[src/rtl/seq_mini_alu.sv]
// Registered add/subtract/shift unit with valid/ready handshakes on both sides.
// Shifts run one bit per cycle; the result and its status flags are registered together.
module seq_mini_alu #(
    parameter int WIDTH = 4,
    parameter int RES_W = 20
) (
    input  logic             clk,
    input  logic             rst,
    input  logic             in_valid,
    output logic             in_ready,
    input  logic [WIDTH-1:0] op1,
    input  logic [WIDTH-1:0] op2,
    input  logic             operation,
    input  logic             sign,
    output logic             out_valid,
    input  logic             out_ready,
    output logic [RES_W-1:0] result,
    output logic             zero,
    output logic             neg,
    output logic             ovf
);
    localparam int CW = $clog2(RES_W + 1);

    typedef enum logic [1:0] {IDLE, SHIFT, DONE} state_t;

    state_t           state, state_nx;
    logic [RES_W-1:0] acc;
    logic [RES_W-1:0] acc_sh;
    logic [RES_W-1:0] arith;
    logic [CW-1:0]    cnt;
    logic [CW-1:0]    k;
    logic             dir_right;
    logic             ovf_acc;
    logic             ovf_acc_nx;
    logic             accept;
    logic             last;

    assign in_ready  = (state == IDLE);
    assign out_valid = (state == DONE);
    assign accept    = in_valid && in_ready;
    assign last      = (cnt == CW'(1));

    always_comb begin
        k          = CW'(op2);
        if (32'(op2) > 32'(RES_W)) begin
            k = CW'(RES_W);
        end
        arith      = sign ? (RES_W'(op1) - RES_W'(op2)) : (RES_W'(op1) + RES_W'(op2));
        acc_sh     = dir_right ? (acc >> 1) : (acc << 1);
        ovf_acc_nx = ovf_acc | (!dir_right && acc[RES_W-1]);
    end

    always_ff @(posedge clk) begin
        if (rst) begin
            state <= IDLE;
        end else begin
            state <= state_nx;
        end
    end

    always_comb begin
        state_nx = state;
        case (state)
            IDLE: begin
                if (accept) begin
                    state_nx = (operation && k != '0) ? SHIFT : DONE;
                end
            end
            SHIFT: begin
                if (last) begin
                    state_nx = DONE;
                end
            end
            DONE: begin
                if (out_ready) begin
                    state_nx = IDLE;
                end
            end
            default: state_nx = IDLE;
        endcase
    end

    // The accumulator shifts privately; result/flags only change when an operation completes.
    always_ff @(posedge clk) begin
        if (rst) begin
            result    <= '0;
            zero      <= 1'b0;
            neg       <= 1'b0;
            ovf       <= 1'b0;
            acc       <= '0;
            cnt       <= '0;
            dir_right <= 1'b0;
            ovf_acc   <= 1'b0;
        end else begin
            case (state)
                IDLE: begin
                    if (accept) begin
                        if (!operation) begin
                            result <= arith;
                            zero   <= (arith == '0);
                            neg    <= sign && (op1 < op2);
                            ovf    <= 1'b0;
                        end else begin
                            acc       <= RES_W'(op1);
                            cnt       <= k;
                            dir_right <= sign;
                            ovf_acc   <= 1'b0;
                            if (k == '0) begin
                                result <= RES_W'(op1);
                                zero   <= (op1 == '0);
                                neg    <= 1'b0;
                                ovf    <= 1'b0;
                            end
                        end
                    end
                end
                SHIFT: begin
                    acc     <= acc_sh;
                    cnt     <= cnt - CW'(1);
                    ovf_acc <= ovf_acc_nx;
                    if (last) begin
                        result <= acc_sh;
                        zero   <= (acc_sh == '0);
                        neg    <= 1'b0;
                        ovf    <= ovf_acc_nx;
                    end
                end
                default: ;
            endcase
        end
    end
endmodule

[config.mk]
export PLATFORM = sky130hd
export DESIGN_NAME = seq_mini_alu
export DESIGN_NICKNAME = d
export VERILOG_FILES = /design/src/rtl/seq_mini_alu.sv
export SDC_FILE = /design/constraint.sdc
export NUM_CORES = 1
export LEC_CHECK = 0
export ABC_AREA = 1
export CORE_ASPECT_RATIO = 0.7
export CORE_MARGIN = 1
export CORE_UTILIZATION = 50
export CTS_CLUSTER_SIZE = 24
export DETAILED_ROUTE_END_ITERATION = 12
export PLACE_DENSITY = 0.77
export REMOVE_ABC_BUFFERS = 1
export SETUP_SLACK_MARGIN = 0.5
export SLEW_MARGIN = 40
export SYNTH_ARGS = -nofsm -noshare
export SYNTH_HDL_FRONTEND = slang
export SYNTH_SLANG_ARGS = --single-unit
[constraint.sdc]
create_clock -name clk -period 2.1 [get_ports clk]
set_clock_uncertainty 0.2 [all_clocks]
set_input_delay 0.315 -clock clk [delete_from_list [all_inputs] [get_ports clk]]
set_output_delay 0.315 -clock clk [all_outputs]
set_load 0.01 [all_outputs]
==> results of run 1 <==
## final cells by class
class | count | share of cell area [%]
Multi-Input combinational cell | 283 | 41.88
Sequential cell | 52 | 24.58
Timing Repair Buffer | 93 | 23.79
Inverter | 43 | 4.523
Clock buffer | 7 | 2.261
Tap cell | 72 | 2.115
Clock inverter | 1 | 0.7048
Timing Repair inverter | 1 | 0.1468
## logic make-up after synthesis
family	count (synthesis)	synth area share, %
compound gates	93	20.57
fa+ha+maj	12	5.610
xor+xnor	1	0.2975
flops	52	35.36
buf+inv	63	9.817
simple gates	177	28.35
## flip-flops by register name (all words and copies together), names as in the netlist
signal     cells
cnt            5
ovf            1
ovf_acc        1
zero           1
result        20
acc           20
dir_right      1
neg            1
state          2
## repair_timing
item / CTS / global route
pin swaps: 17 / 4
gates resized for setup: 105 / 22
endpoints found under the setup margin: 72 / 51
gates cloned: 4 / 2
setup buffers: 11 / 4
## cell usage after synthesis (all sizes together)
cell,count
nor2,33
fa,2
dfxtp,52
o21a,1
o22ai,1
nand3,36
or2,15
a21oi,28
a31oi,2
nand2,89
o211a,16
inv,42
ha,10
clkinv,1
buf,16
o21ai,37
o211ai,2
nor3,1
nand4,3
a211oi,5
xnor2,1
clkbuf,4
o221ai,1
## power by group
part           internal, W  switching (W)
Combinational     0.000990       0.000971
Clock             0.000421       0.000339
Sequential         0.00116       0.000113
Total              0.00257        0.00142
## cell usage in the layout, fill, tap and decap left out, types with 10 or more instances in the layout
master and n:
inv_1 29, nand2_1 84, o21ai_0 24, nand3_1 19, nor2_1 26, dlygate4sd2_1 29, dfxtp_1 47, buf_12 10
o211a_1 16, a21oi_1 26, nand3_2 15, buf_4 33
## path summary, 6_finish.rpt
path	from	end	slack (ns)
min	op2[0]	cnt[0]	0.20
max	state[0]	acc[12]	0.29
max reg2reg	state[0]	acc[12]	0.29
min reg2reg	acc[16]	acc[16]	0.27
## metal layers
metal	GRT usage [%]	share of wire [%]	vias to the layer above
li1	-	-	1488
met2	49.00	47	132
met4	11.54	1.8	0
met1	39.51	43	1443
met5	0	0	-
met3	7.586	8.6	19
## stage by stage
step	total power, W	TNS (ns)	std cells
after detailed placement	0.002668	-6.137	523
after global routing	0.004189	0	552
after global placement	0.002639	-5.100	523
after floorplan	0.001997	0	378
final	0.003989	0	552
after CTS	0.003784	0	546
## critical path: stages, from the launching register on
cell        delay (ns)
dfxtp_2           0.39
inv_4             0.06
nor2_4            0.16
buf_12            0.13
inv_8             0.05
nand2_4           0.07
clkinvlp_4        0.24
buf_6             0.22
nand2_1           0.08
a21oi_1           0.08
==> impl_metrics.yaml, run 1 <==
run_status:
  outcome: "complete, no violations"
global_route:
  antenna_found_initial: 0
  grt_pass1_vias: 2957
  grt_first_pass_wirelength_microns: 14310
  grt_usage_pct: 30.51
  grt_overflow: 0
  grt_max_degree: 29
sta:
  period_minus_slack_ns: 1.809
  slew_violations: 0
  fin_ws_ns: 0.2911
  max_freq_ghz: 0.5528
  fin_hold_ws_ns: 0.2040
  rsz0062_at_grt: "yes"
  min_period_over_period_pct: 86.14
  setup_violations: 0
  finalHoldViolCount: 0
  worstMarginPinSlew_ns: 0.3610
  slew_headroom_pct: 75.93
floorplanning:
  die_area_sq_um: 6204
  initial_core_util_pct: 54.02
  chipHeight_microns: 66.20
  core-area_sq_um: 5450
  die_x_microns: 93.72
  io_pins: 39
  rows: 22
finish:
  antenna_cells: 0
  area_growth_pct: 44.71
  multiInputGateArea_sq_um: 1784
  finalInstanceArea_sq_um: 4260
  seq_area_sq_um: 1047
  layout-drive-gt1-share_pct: 29.17
  nNetsFinal: 505
  fillerInstances: 362
  fin_util_pct: 78.17
synth:
  seq_area_frac_synth_pct: 35.36
  ys_seq_elements: 52
  syn_area_sq_um: 2944
  synth.area.top_cells: "dfxtp_1 (35%), nand2_1 (11%), o211a_1 (5.4%)"
  synth.largest_area_cell: "dfxtp_1"
  synth_top_area_share_pct: 35.36
  yosys_warnings: 0
  syn_area_per_cell_sq_um: 7.397
  synthCells: 398
  synth.distinct_cells: 39
drt:
  dr.pass1.iters: 7
  wl_microns: 9190
  drc: 0
  drtAntennaViolNets: 0
  drtIter0Drc: 275
  num_vias: 3082
  wl_per_cell_microns: 16.65
  avgViaCountPerCell: 5.583
worst_setup_path:
  crit_type: "reg2reg"
  worstPathArrival_ns: 1.80
  timing.critical_path.from_type: "register"
  cp_max_fo: 14
  cp.required_ns: 2.09
  end_kind: "register"
  reg2reg_depth: 9
min_path:
  hold_path.class: "in2reg"
  min_path_cells: 4
clock_tree:
  root_buffer: "clkbuf_8"
  cts.hold.buffers_added: 0
  cts_buffer_depth: 2
  tritoncts: "built"
  htreeDepth: 2
  clk-insertion-delay-late_ns: 0.32
  cts_sinks: 52
  cts-buffers-inserted: 5
  clk_pin_slew_worst_paths_ns: 0.10
place:
  gp_congestion: 0.8541
  io_buffers: 38
  dpl-instance-area_sq_um: 3602
  hpwl_microns: 5347
  place_ws_ns: -0.4947
power:
  power_leakage_nw: 2.012
  irDropWorstVdd_v: 0.0005758
  power_density_nw_per_um2: 936.3
flow_run:
  drv_cap: 0
(Power assumes the default switching activity.)
==> run 2: changes to the inputs <==
- CORE_MARGIN: 1 -> 3
==> impl_metrics.yaml, run 2 (synthesized netlist as in run 1, its figures left out) <==
global_route:
  grt_overflow: 0
  grt_first_pass_wirelength_microns: 13770
  grt_usage_pct: 24.12
  antenna_found_initial: 0
  grt_max_degree: 29
  grt_pass1_vias: 2850
finish:
  area_growth_pct: 47.09
  nNetsFinal: 518
  reg_top3: "acc (20), result (20), cnt (5)"
  finalInstanceArea_sq_um: 4330
  layout_commonest_cell: "nand2_1"
  antenna_cells: 0
  mostFrequentLayoutCells: "nand2_1 (80), dfxtp_1 (46), buf_4 (41)"
  layout-drive-gt1-share_pct: 35.50
  fin_util_pct: 79.45
drt:
  dr.pass1.iters: 5
  num_vias: 3247
  drtAntennaViolNets: 0
  drtIter0Drc: 316
  wl_per_cell_microns: 16.74
  wl_microns: 9459
  avgViaCountPerCell: 5.747
  drc: 0
sta:
  rsz0062_at_grt: "yes"
  slew_violations: 0
  setup_tns_ns: 0
  setup_violations: 0
  finalHoldViolCount: 0
  slew_headroom_pct: 69.31
  max_freq_ghz: 0.5624
  worstMarginPinSlew_ns: 0.4556
  min_period_over_period_pct: 84.67
  period_minus_slack_ns: 1.778
floorplanning:
  io_pins: 39
  initial_core_util_pct: 54.02
  chipHeight_microns: 70.20
  die_x_microns: 97.72
  core-area_sq_um: 5450
  die_area_sq_um: 6860
  rows: 22
clock_tree:
  cts_sinks: 52
  clk_pin_slew_worst_paths_ns: 0.10
  cts-buffers-inserted: 5
  cts_buffer_depth: 2
  clk-insertion-delay-late_ns: 0.31
  htreeDepth: 2
  root_buffer: "clkbuf_8"
  tritoncts: "built"
  cts.hold.buffers_added: 0
worst_setup_path:
  end_kind: "register"
  timing.critical_path.from_type: "register"
  cp.required_ns: 2.10
  worstPathArrival_ns: 1.78
  crit_type: "reg2reg"
  cp_max_fo: 7
place:
  io_buffers: 38
  dpl-instance-area_sq_um: 3652
  gp_congestion: 0.8595
  hpwl_microns: 5427
power:
  finalPower_w: 0.003898
  power_density_nw_per_um2: 900.2
  pwr-share-clk_pct: 17.9
  irDropWorstVdd_v: 0.0004502
  power_leakage_nw: 2.032
  internal-power_w: 0.002446
  switching_share_pct: 37.24
  switchingPower_w: 0.001452
  p_comb_share_pct: 49.5
  p_seq_share_pct: 32.5
flow_run:
  drv_cap: 0
run_status:
  outcome: "complete, no violations"
min_path:
  hold_path.class: "in2reg"
## run 2: changes by cell type in the layout (fill, tap and decap cells not counted), moves of 3 or more
cell / before / now
nand2_1: 84 / 80
nor2_1: 26 / 21
buf_12: 10 / 2
a21oi_2: 1 / 9
or2_1: 9 / 5
nand2_2: 3 / 7
inv_6: 0 / 3
or2_4: 0 / 5
buf_16: 4 / 1
nor2_2: 3 / 6
buf_6: 6 / 19
buf_8: 3 / 6
a21oi_1: 26 / 18
buf_4: 33 / 41
## run 2: path summary, 6_finish.rpt
check                start       to  slack [ns]  cells after the start
setup / recovery  state[0]   cnt[4]        0.32                      9
hold / removal      op2[0]   cnt[0]        0.19                      4
setup reg to reg  state[0]   cnt[4]        0.32                      9
hold reg to reg    acc[19]  acc[19]        0.27                      2
## run 2: final cells by class
cell class                      count  area (sq um)
Timing Repair Buffer              104         982.2
Clock inverter                      3         42.54
Tap cell                           72         90.09
Clock buffer                        5         68.82
Sequential cell                    52          1051
Fill cell                         362          1120
Multi-Input combinational cell    283          1863
Inverter                           43         198.9
Timing Repair inverter              3         33.78
## run 2: through the flow
stage	hold slack, ns	instances	setup WS [ns]
3_3_place_gp	0.2469	533	-0.3946
3_5_place_dp	0.2539	533	-0.4621
2_1_floorplan	0.1841	378	0.1581
6_report	0.1861	565	0.3220
4_1_cts	0.2099	549	0.3604
5_1_grt	0.1972	565	0.2368
## run 2: what timing repair did
action | 4_1_cts | 5_1_grt
resized for setup | 111 | 67
buffers inserted | 7 | 13
gates cloned | 1 | 3
pin swaps | 14 | 27
setup endpoints to repair | 71 | 49
## run 2: worst max-delay path, cell delays in order (launching register included)
cell and delay (ns):
dfxtp_2 0.37, inv_4 0.06, nor2_4 0.15, buf_8 0.17
clkinv_8 0.07, nand2_4 0.08, buf_6 0.12, nand3_1 0.11
o21ai_0 0.24, a211oi_1 0.08
## run 2: power by group through the flow
stage | Combinational, W | Sequential [W] | Clock (W)
after floorplan | 0.000672 | 0.00132 | 0
after detailed placement | 0.00143 | 0.00127 | 0
after global routing | 0.00207 | 0.00129 | 0.000742
after CTS | 0.00159 | 0.00126 | 0.000706
final | 0.00193 | 0.00127 | 0.000698
after global placement | 0.00141 | 0.00127 | 0
## run 2: per-layer routing
layer,GRT usage [%],wire (microns)
met1,35.74,4071
met2,35.38,4230
met3,5.489,950
met4,5.684,206
met5,0,0
